$ cat src/rtl/rr_arb_mux.sv
// N-channel arbitrated multiplexer: round-robin or fixed-priority grant feeding
// a single stallable output register, with valid/ready handshakes on every port.
module rr_arb_mux #(
    parameter int unsigned WIDTH = 32,
    parameter int unsigned N     = 4,
    parameter int unsigned MODE  = 0,
    localparam int unsigned SELW = (N > 1) ? $clog2(N) : 1
) (
    input  logic                 clk,
    input  logic                 rst_n,
    input  logic [N-1:0]         in_valid,
    input  logic [N*WIDTH-1:0]   in_data,
    output logic [N-1:0]         in_ready,
    output logic                 out_valid,
    output logic [WIDTH-1:0]     out_data,
    output logic [SELW-1:0]      out_sel,
    input  logic                 out_ready
);

    localparam int unsigned IDXW = 32;

    logic                free;
    logic                any;
    logic                load;
    logic                found;
    logic [IDXW-1:0]     idx;
    logic [SELW-1:0]     grant;
    logic [SELW-1:0]     ptr;
    logic [SELW-1:0]     ptr_next;
    logic [WIDTH-1:0]    grant_data;
    logic [WIDTH-1:0]    chan_data [N];

    // Unpack the flattened channel bus so the winner can be picked by index.
    for (genvar i = 0; i < N; i++) begin : g_unpack
        assign chan_data[i] = in_data[i*WIDTH +: WIDTH];
    end

    assign free = !out_valid || out_ready;
    assign any  = |in_valid;
    assign load = any && free;

    // Winner scan: ascending from ptr with wrap (round-robin) or from 0 (fixed).
    always_comb begin
        grant = '0;
        found = 1'b0;
        idx   = '0;
        for (int unsigned k = 0; k < N; k++) begin
            if (MODE == 0) begin
                idx = IDXW'((IDXW'(ptr) + IDXW'(k)) % IDXW'(N));
            end else begin
                idx = IDXW'(k);
            end
            if (!found && in_valid[SELW'(idx)]) begin
                found = 1'b1;
                grant = SELW'(idx);
            end
        end
    end

    always_comb begin
        grant_data = chan_data[grant];
    end

    // Only the winner sees ready, and only when the output slot can take a beat.
    always_comb begin
        in_ready = '0;
        if (rst_n && load) begin
            in_ready[grant] = 1'b1;
        end
    end

    // Pointer moves to the slot just past the granted channel.
    always_comb begin
        ptr_next = ptr;
        if (MODE == 0) begin
            if (grant == SELW'(N - 1)) begin
                ptr_next = '0;
            end else begin
                ptr_next = grant + SELW'(1);
            end
        end else begin
            ptr_next = '0;
        end
    end

    always_ff @(posedge clk or negedge rst_n) begin
        if (!rst_n) begin
            ptr <= '0;
        end else if (load) begin
            ptr <= ptr_next;
        end
    end

    // Output stage: load replaces the beat (also on a same-cycle pop), drain
    // clears only valid so data/sel keep the last granted values.
    always_ff @(posedge clk or negedge rst_n) begin
        if (!rst_n) begin
            out_valid <= 1'b0;
            out_data  <= '0;
            out_sel   <= '0;
        end else if (load) begin
            out_valid <= 1'b1;
            out_data  <= grant_data;
            out_sel   <= grant;
        end else if (out_ready) begin
            out_valid <= 1'b0;
        end
    end

    a_ready_onehot: assert property (@(posedge clk) disable iff (!rst_n)
        $onehot0(in_ready));

    a_ready_requested: assert property (@(posedge clk) disable iff (!rst_n)
        (in_ready & ~in_valid) == '0);

    a_stall_hold: assert property (@(posedge clk) disable iff (!rst_n)
        (out_valid && !out_ready) |=> (out_valid && $stable(out_data) && $stable(out_sel)));

endmodule

$ cat config.mk
export PLATFORM = sky130hd
export DESIGN_NAME = rr_arb_mux
export DESIGN_NICKNAME = d
export VERILOG_FILES = /design/src/rtl/rr_arb_mux.sv
export SDC_FILE = /design/constraint.sdc
export NUM_CORES = 1
export LEC_CHECK = 0
export ABC_AREA = 1
export BUFFER_PORTS_ARGS = -buffer_cell sky130_fd_sc_hd__buf_2
export CORE_MARGIN = 8
export CORE_UTILIZATION = 46
export CTS_CLUSTER_DIAMETER = 150
export DETAILED_ROUTE_END_ITERATION = 10
export GPL_TIMING_DRIVEN = 0
export MAX_ROUTING_LAYER = met4
export PLACE_DENSITY = 0.82
export SLEW_MARGIN = 10
export SYNTH_ARGS = -nofsm -noshare
export SYNTH_HDL_FRONTEND = slang
export SYNTH_SLANG_ARGS = --single-unit
$ cat constraint.sdc
create_clock -name clk -period 2.4 [get_ports clk]
set_input_delay 0.48 -clock clk [delete_from_list [all_inputs] [get_ports clk]]
set_output_delay 0.48 -clock clk [all_outputs]
set_load 0.05 [all_outputs]
==> results of run 1 <==
## registers in the layout, indices dropped and copies added (netlist names)
signal,count
out_valid,1
ptr,2
out_sel,2
out_data,32
## cell families (layout without fill, tap and decap cells)
| logic type | after synthesis | count (layout) | share of synthesized area |
|---|---|---|---|
| flops | 37 | 37 | 0.2921 |
| simple gates | 447 | 447 | 0.6151 |
| buf+inv | 45 | 243 | 0.08567 |
| compound gates | 4 | 4 | 0.007103 |
## cell usage after synthesis (2+ instances only)
cell / count / share of area
buf_12: 2 / 0.013
buf_2: 20 / 0.032
buf_4: 5 / 0.012
buf_6: 2 / 0.0071
clkbuf_1: 4 / 0.0047
dfrtp_1: 37 / 0.29
inv_1: 6 / 0.0071
inv_2: 4 / 0.0047
nand2_1: 332 / 0.39
nand2_2: 28 / 0.055
nand2_4: 3 / 0.011
nand3_1: 68 / 0.11
nand3_2: 4 / 0.013
nor2_1: 2 / 0.0024
nor3_1: 3 / 0.0047
## final cells by class
type	count	area [sq um]	area share
well taps	80	100.1	0.02185
flip-flops and latches	37	927.1	0.2023
repair buffers	193	1071	0.2338
inverters	11	53.80	0.01174
plain buffers	32	234.0	0.05106
multi-input cells	451	2110	0.4604
clock buffers	7	86.33	0.01884
## worst max-delay path, cell delays in order, from the launching register on
cell and delay, ns:
dfrtp_1 0.44, buf_6 0.18, nand2_2 0.09, nand3_4 0.10
nand2_8 0.09, nor2_8 0.12, nand4_1 0.16, nand3_4 0.19
inv_6 0.06, buf_6 0.12, nor3_4 0.11, buf_6 0.18
## path summary, 6_finish.rpt
| kind | end | slack, ns | start | cells past startpoint |
|---|---|---|---|---|
| setup / recovery | in_ready[2] | -0.23 | ptr[0]$_DFFE_PN0P_ | 11 |
| hold / removal | out_data[6]$_DFFE_PN0P_ | 0.18 | rst_n | 1 |
| setup reg to reg | out_data[14]$_DFFE_PN0P_ | 0.09 | ptr[0]$_DFFE_PN0P_ | 18 |
| hold reg to reg | out_data[0]$_DFFE_PN0P_ | 0.48 | out_data[0]$_DFFE_PN0P_ | 2 |
| max in group asynchronous | ptr[1]$_DFFE_PN0P_ | 1.85 | rst_n | 1 |
| min in group clk | out_valid$_DFFE_PN0P_ | 0.43 | out_ready | 4 |
## per-stage QoR
step           instances  cell area (sq um)  setup slack (ns)
3_3_place_gp         786               4161           -0.3493
4_1_cts              805               4462           -0.1823
5_1_grt              811               4582           -0.3068
2_1_floorplan        533               3196           -0.1228
3_5_place_dp         786               4161           -0.4140
6_report             811               4582           -0.2289
## layer usage
| metal | share of wire | wire, um |
|---|---|---|
| met5 | 0 | 0 |
| met1 | 0.41 | 4929 |
| met2 | 0.48 | 5768 |
| met4 | 0.019 | 222 |
| met3 | 0.090 | 1074 |
## repair_timing
item                       4_1_cts  5_1_grt
pin swaps                       10       14
setup buffers                   14        7
setup endpoints to repair        4       36
gates resized for setup         33       15
==> results.md, run 1 <==
* Outcome: complete, but fails checks
* Failing checks: setup timing
* Top_reg_cell synth: dfrtp_1
* Avg Cell Area, Syn at roughly 6 sq um
* Mapped Area at 0.003169 sq mm
* Die width at ~99 um
* Initial core utilization at 0.4717
* Register area share after synthesis at 0.2921
* Max capacitance violation total at 0
* Via/cell ratio at ~5.0
* Total GRT Usage at 0.2519
* Layout cells sized above 1 at 0.3940
* Port bufs at 173
* GR peak layer: met2
* CTS Root Buffer Type: clkbuf_8
* Hold Buf Count CTS at 0
* Chip Height at ~99 um
* CTS tree: yes
* Clock sinks at 37
* Final HPWL DP at 9146 um
* Clock Tree Buf Depth at 2
* Synth async-reset ratio at 1.000
* CTS H-tree depth at 2
* Post-route ant nets at 0
* Antenna diodes at 0
* RSZ-0062 raised after global routing: true
* Post-synth EDFFs at 0
* Initial DRC Count at around 170
* Placer Congestion at just over 0.9
* Clock Latency Late Sink at roughly 0.29 ns
* Pre-antenna DRT Iters at 4
* Crit path max fanout at 8
* Io pins at between 150 and 200
* FP Rows at 30
* DRC at 0
* CP Data Required Time at about 1.9 ns
* Largest net degree at the start of global routing at 39
* Fmax at about 0.38 GHz
* Fill count at between 600 and 700
* Total wire length at about 12,000 um
* Gr ovfl total at 0
* Via count at between 4,000 and 5,000
* GR Util met2 at 0.4236
* Worst rel slew slack at 0.6646
* Post-layout util at 0.6819
* Seq cells post-synth at 37
* Critical path type: reg2out
* Final period utilization at 1.095
* Worst slew pin tran at 0.5031 ns
* Layout Nets at around 870
* Grt met3 use at 0.05497
* Met1 Use GR at 0.2889
* Core area at 0.006719 sq mm
* Syn Nets at around 670
* Die area at about 0.0098 sq mm
* Fin Hold WS at 0.1792 ns
* Setup TNS at -0.7821 ns
* Unique cell type count in the Yosys netlist at 28
* DR WL/cell at about 15 um
* Most frequent cells in the layout: nand2_1, buf_2, nand3_1
* Area grow syn2layout at 44.57%
* Final setup viols at 4
* Synth Instances at 533
* Fin. Hold Viols at 0
* CP endpoint kind: primary output
* Most common cell after layout, fill and taps aside: nand2_1
* Startpoint Class: register
* Clock transition at the registers of the reported paths at ~0.070 ns
* Max Slew Vio Count at 0
* Final min period at approximately 2.6 ns
* Initial antenna violation count at 0
* Clock Skews at between 0.003 and 0.004 ns
* Hold crit path type: in2async
* Yosys warnings at 0
* First-pass GRT wire length at between 15,000 and 20,000 um
* Vias in the first global route at between 4,000 and 5,000
* Final WS setup at -0.2289 ns
* TritonCTS buffer count at 5
* Critical Path AT at ~2.2 ns
Power of run 1 is not shown: default switching activity piles up to over one toggle a cycle in this logic, so the estimate is an artifact.
==> run 2: changes to the inputs <==
--- a/config.mk
+++ b/config.mk
@@ -18,3 +18,4 @@
 export SYNTH_ARGS = -nofsm -noshare
 export SYNTH_HDL_FRONTEND = slang
 export SYNTH_SLANG_ARGS = --single-unit
+export TNS_END_PERCENT = 5
==> constraint.sdc (replaced) <==
create_clock -name clk -period 2.4 [get_ports clk]
set_input_delay 0.24 -clock clk [delete_from_list [all_inputs] [get_ports clk]]
set_output_delay 0.24 -clock clk [all_outputs]
set_load 0.05 [all_outputs]
==> results.md, run 2 (synthesized netlist as in run 1, its figures left out) <==
* Outcome: complete, but fails checks
* Failing checks: setup timing
* CTS Root Buffer Type: clkbuf_8
* Hold crit path type: in2async
* Max capacitance violation total at 0
* Worst rel slew slack at 0.4381
* Clock Latency Late Sink at around 0.28 ns
* Top Registers: out_data x32, out_sel x2, ptr x2
* Gr ovfl total at 0
* Setup TNS at -0.1582 ns
* CTS H-tree depth at 2
* DRC at 0
* Final setup viols at 4
* Met2 WL post-DR at ~5700 um
* Post-Place Cell Area at 0.004135 sq mm
* Final HPWL DP at between 9000 and 10,000 um
* CTS tree: yes
* Post-layout util at 0.6574
* Startpoint Class: register
* Slowest-stage cell, CP: dfrtp_1
* Fin. Hold Viols at 0
* Final instance area at 0.004417 sq mm
* Via/cell ratio at 5.090
* Cell Chain, Critical Path: buf_6 -> nand2_2 -> nand2_2 -> nand2_2 -> nand2_4 -> buf_12 -> nand2_2 -> nand2_1 -> nand2_2 -> nand3_4 -> inv_1 -> nand2_1 -> nor2_1 -> buf_6
* Top delay family on crit path: simple AND/OR/NAND/NOR gates
* Total wire length at between 10,000 and 15,000 um
* Max Slew Vio Count at 0
* Initial DRC Count at ~190
* Die width at just under 100 um
* Die area at 0.009802 sq mm
* CP Data Required Time at about 2.2 ns
* Top layer in use: met4
* Io pins at 174
* RSZ-0062 raised after global routing: true
* Fin Hold WS at slightly below 0.06 ns
* First-pass GRT wire length at 18,230 um
* Largest net degree at the start of global routing at 39
* Initial antenna violation count at 0
* Core area at 0.006719 sq mm
* Port bufs at 173
* WL met3 at about 1100 um
* Final min period at 2.481 ns
* Crit path max fanout at 9
* Worst slew pin tran at around 0.84 ns
* WP buf/inv at 4
* Layout Nets at ~860
* Clock Tree Buf Depth at 2
* Vias in the first global route at between 3,000 and 4,000
* Pre-antenna DRT Iters at 5
* Clock transition at the registers of the reported paths at ~0.08 ns
* Most common cell after layout, fill and taps aside: nand2_1
* FP Rows at 30
* Initial core utilization at 0.4717
* Fmax at around 0.40 GHz
* Clock sinks at 37
* Via count at around 4,100
* Most flops, register: out_data
* Critical path type: reg2out
* DR WL/cell at roughly 15 um
* Final period utilization at 1.034
* Max reg flops at 32
* Crit-path max cell delay at approximately 0.43 ns
* Antenna diodes at 0
* Fill count at roughly 620
* Area grow syn2layout at 39.36%
* TritonCTS buffer count at 5
* Clock Skews at ~0.012 ns
* Metal1 wirelength at approximately 4800 um
* Most frequent cells in the layout: nand2_1, buf_2, nand3_1
* Critical Path AT at ~2.2 ns
* Layout cells sized above 1 at 0.3790
* CP endpoint kind: primary output
* Post-route ant nets at 0
* Placer Congestion at between 0.8 and 0.9
* Chip Height at 99.01 um
* Critical path's most frequent cell: nand2_2
* Final WS setup at -0.08103 ns
* Total GRT Usage at 0.2329
[run 2: changes by cell type in the layout (fill, tap and decap cells not counted), moves of 2 or more]
cell / before / now
nand2_1: 324 / 326
buf_6: 8 / 6
buf_2: 184 / 186
nor3_4: 3 / 0
nand2_8: 2 / 0
nand3_4: 4 / 2
buf_4: 22 / 15
nor3_2: 0 / 2
[run 2: worst paths after layout]
check | cells past startpoint | to | slack [ns] | startpoint
worst min register to register | 2 | out_data[20]$_DFFE_PN0P_ | 0.48 | out_data[20]$_DFFE_PN0P_
max in group asynchronous | 1 | ptr[1]$_DFFE_PN0P_ | 1.76 | rst_n
worst min-delay path | 1 | out_data[11]$_DFFE_PN0P_ | 0.06 | rst_n
worst max register to register | 19 | out_data[23]$_DFFE_PN0P_ | 0.09 | ptr[0]$_DFFE_PN0P_
min in group clk | 3 | out_valid$_DFFE_PN0P_ | 0.20 | in_valid[2]
worst max-delay path | 14 | in_ready[0] | -0.08 | ptr[0]$_DFFE_PN0P_
[run 2: final cells by class]
type	count	area, sq um	share of cell area
tap	80	100.1	0.02266
timing repair buffer	185	1001	0.2266
sequential	37	927.1	0.2099
buffer	32	231.5	0.05241
multi-input combinational	451	2017	0.4567
clock buffer	7	86.33	0.01955
inverter	11	53.80	0.01218
[run 2: metrics by stage]
stage,std cells,worst slack [ns]
final,803,-0.08103
after global placement,786,-0.001744
after detailed placement,786,-0.09773
after global routing,803,-0.1554
after CTS,794,-0.01876
after floorplan,533,-0.3173
[run 2: what timing repair did]
item / in CTS / in global routing
pin swaps: 1 / 11
setup buffers: 3 / 9
hold buffers: 0 / 0
gates cloned: 0 / 0
gates resized for setup: 8 / 25
setup endpoints to repair: 4 / 4
[run 2: routing by layer]
layer,global-route usage,vias to the layer above
met5,-,-
li1,-,2029
met1,0.2688,1843
met3,0.05215,21
met2,0.4002,194
met4,0.05549,0
[run 2: worst register-to-register path, cell delays in order, from the launching register on]
cell	delay, ns
dfrtp_1	0.43
buf_6	0.16
nand2_2	0.07
nand2_2	0.07
nand2_2	0.11
nand2_4	0.10
buf_12	0.14
nand2_2	0.06
nand2_1	0.06
nand2_2	0.07
nand3_4	0.14
buf_4	0.18
buf_8	0.14
buf_12	0.15
nand2_2	0.06
nand2_1	0.07
nand2_1	0.06
nand2_1	0.04
nand2_1	0.05
nand2_1	0.05
Power of run 2 is left out for the same reason.
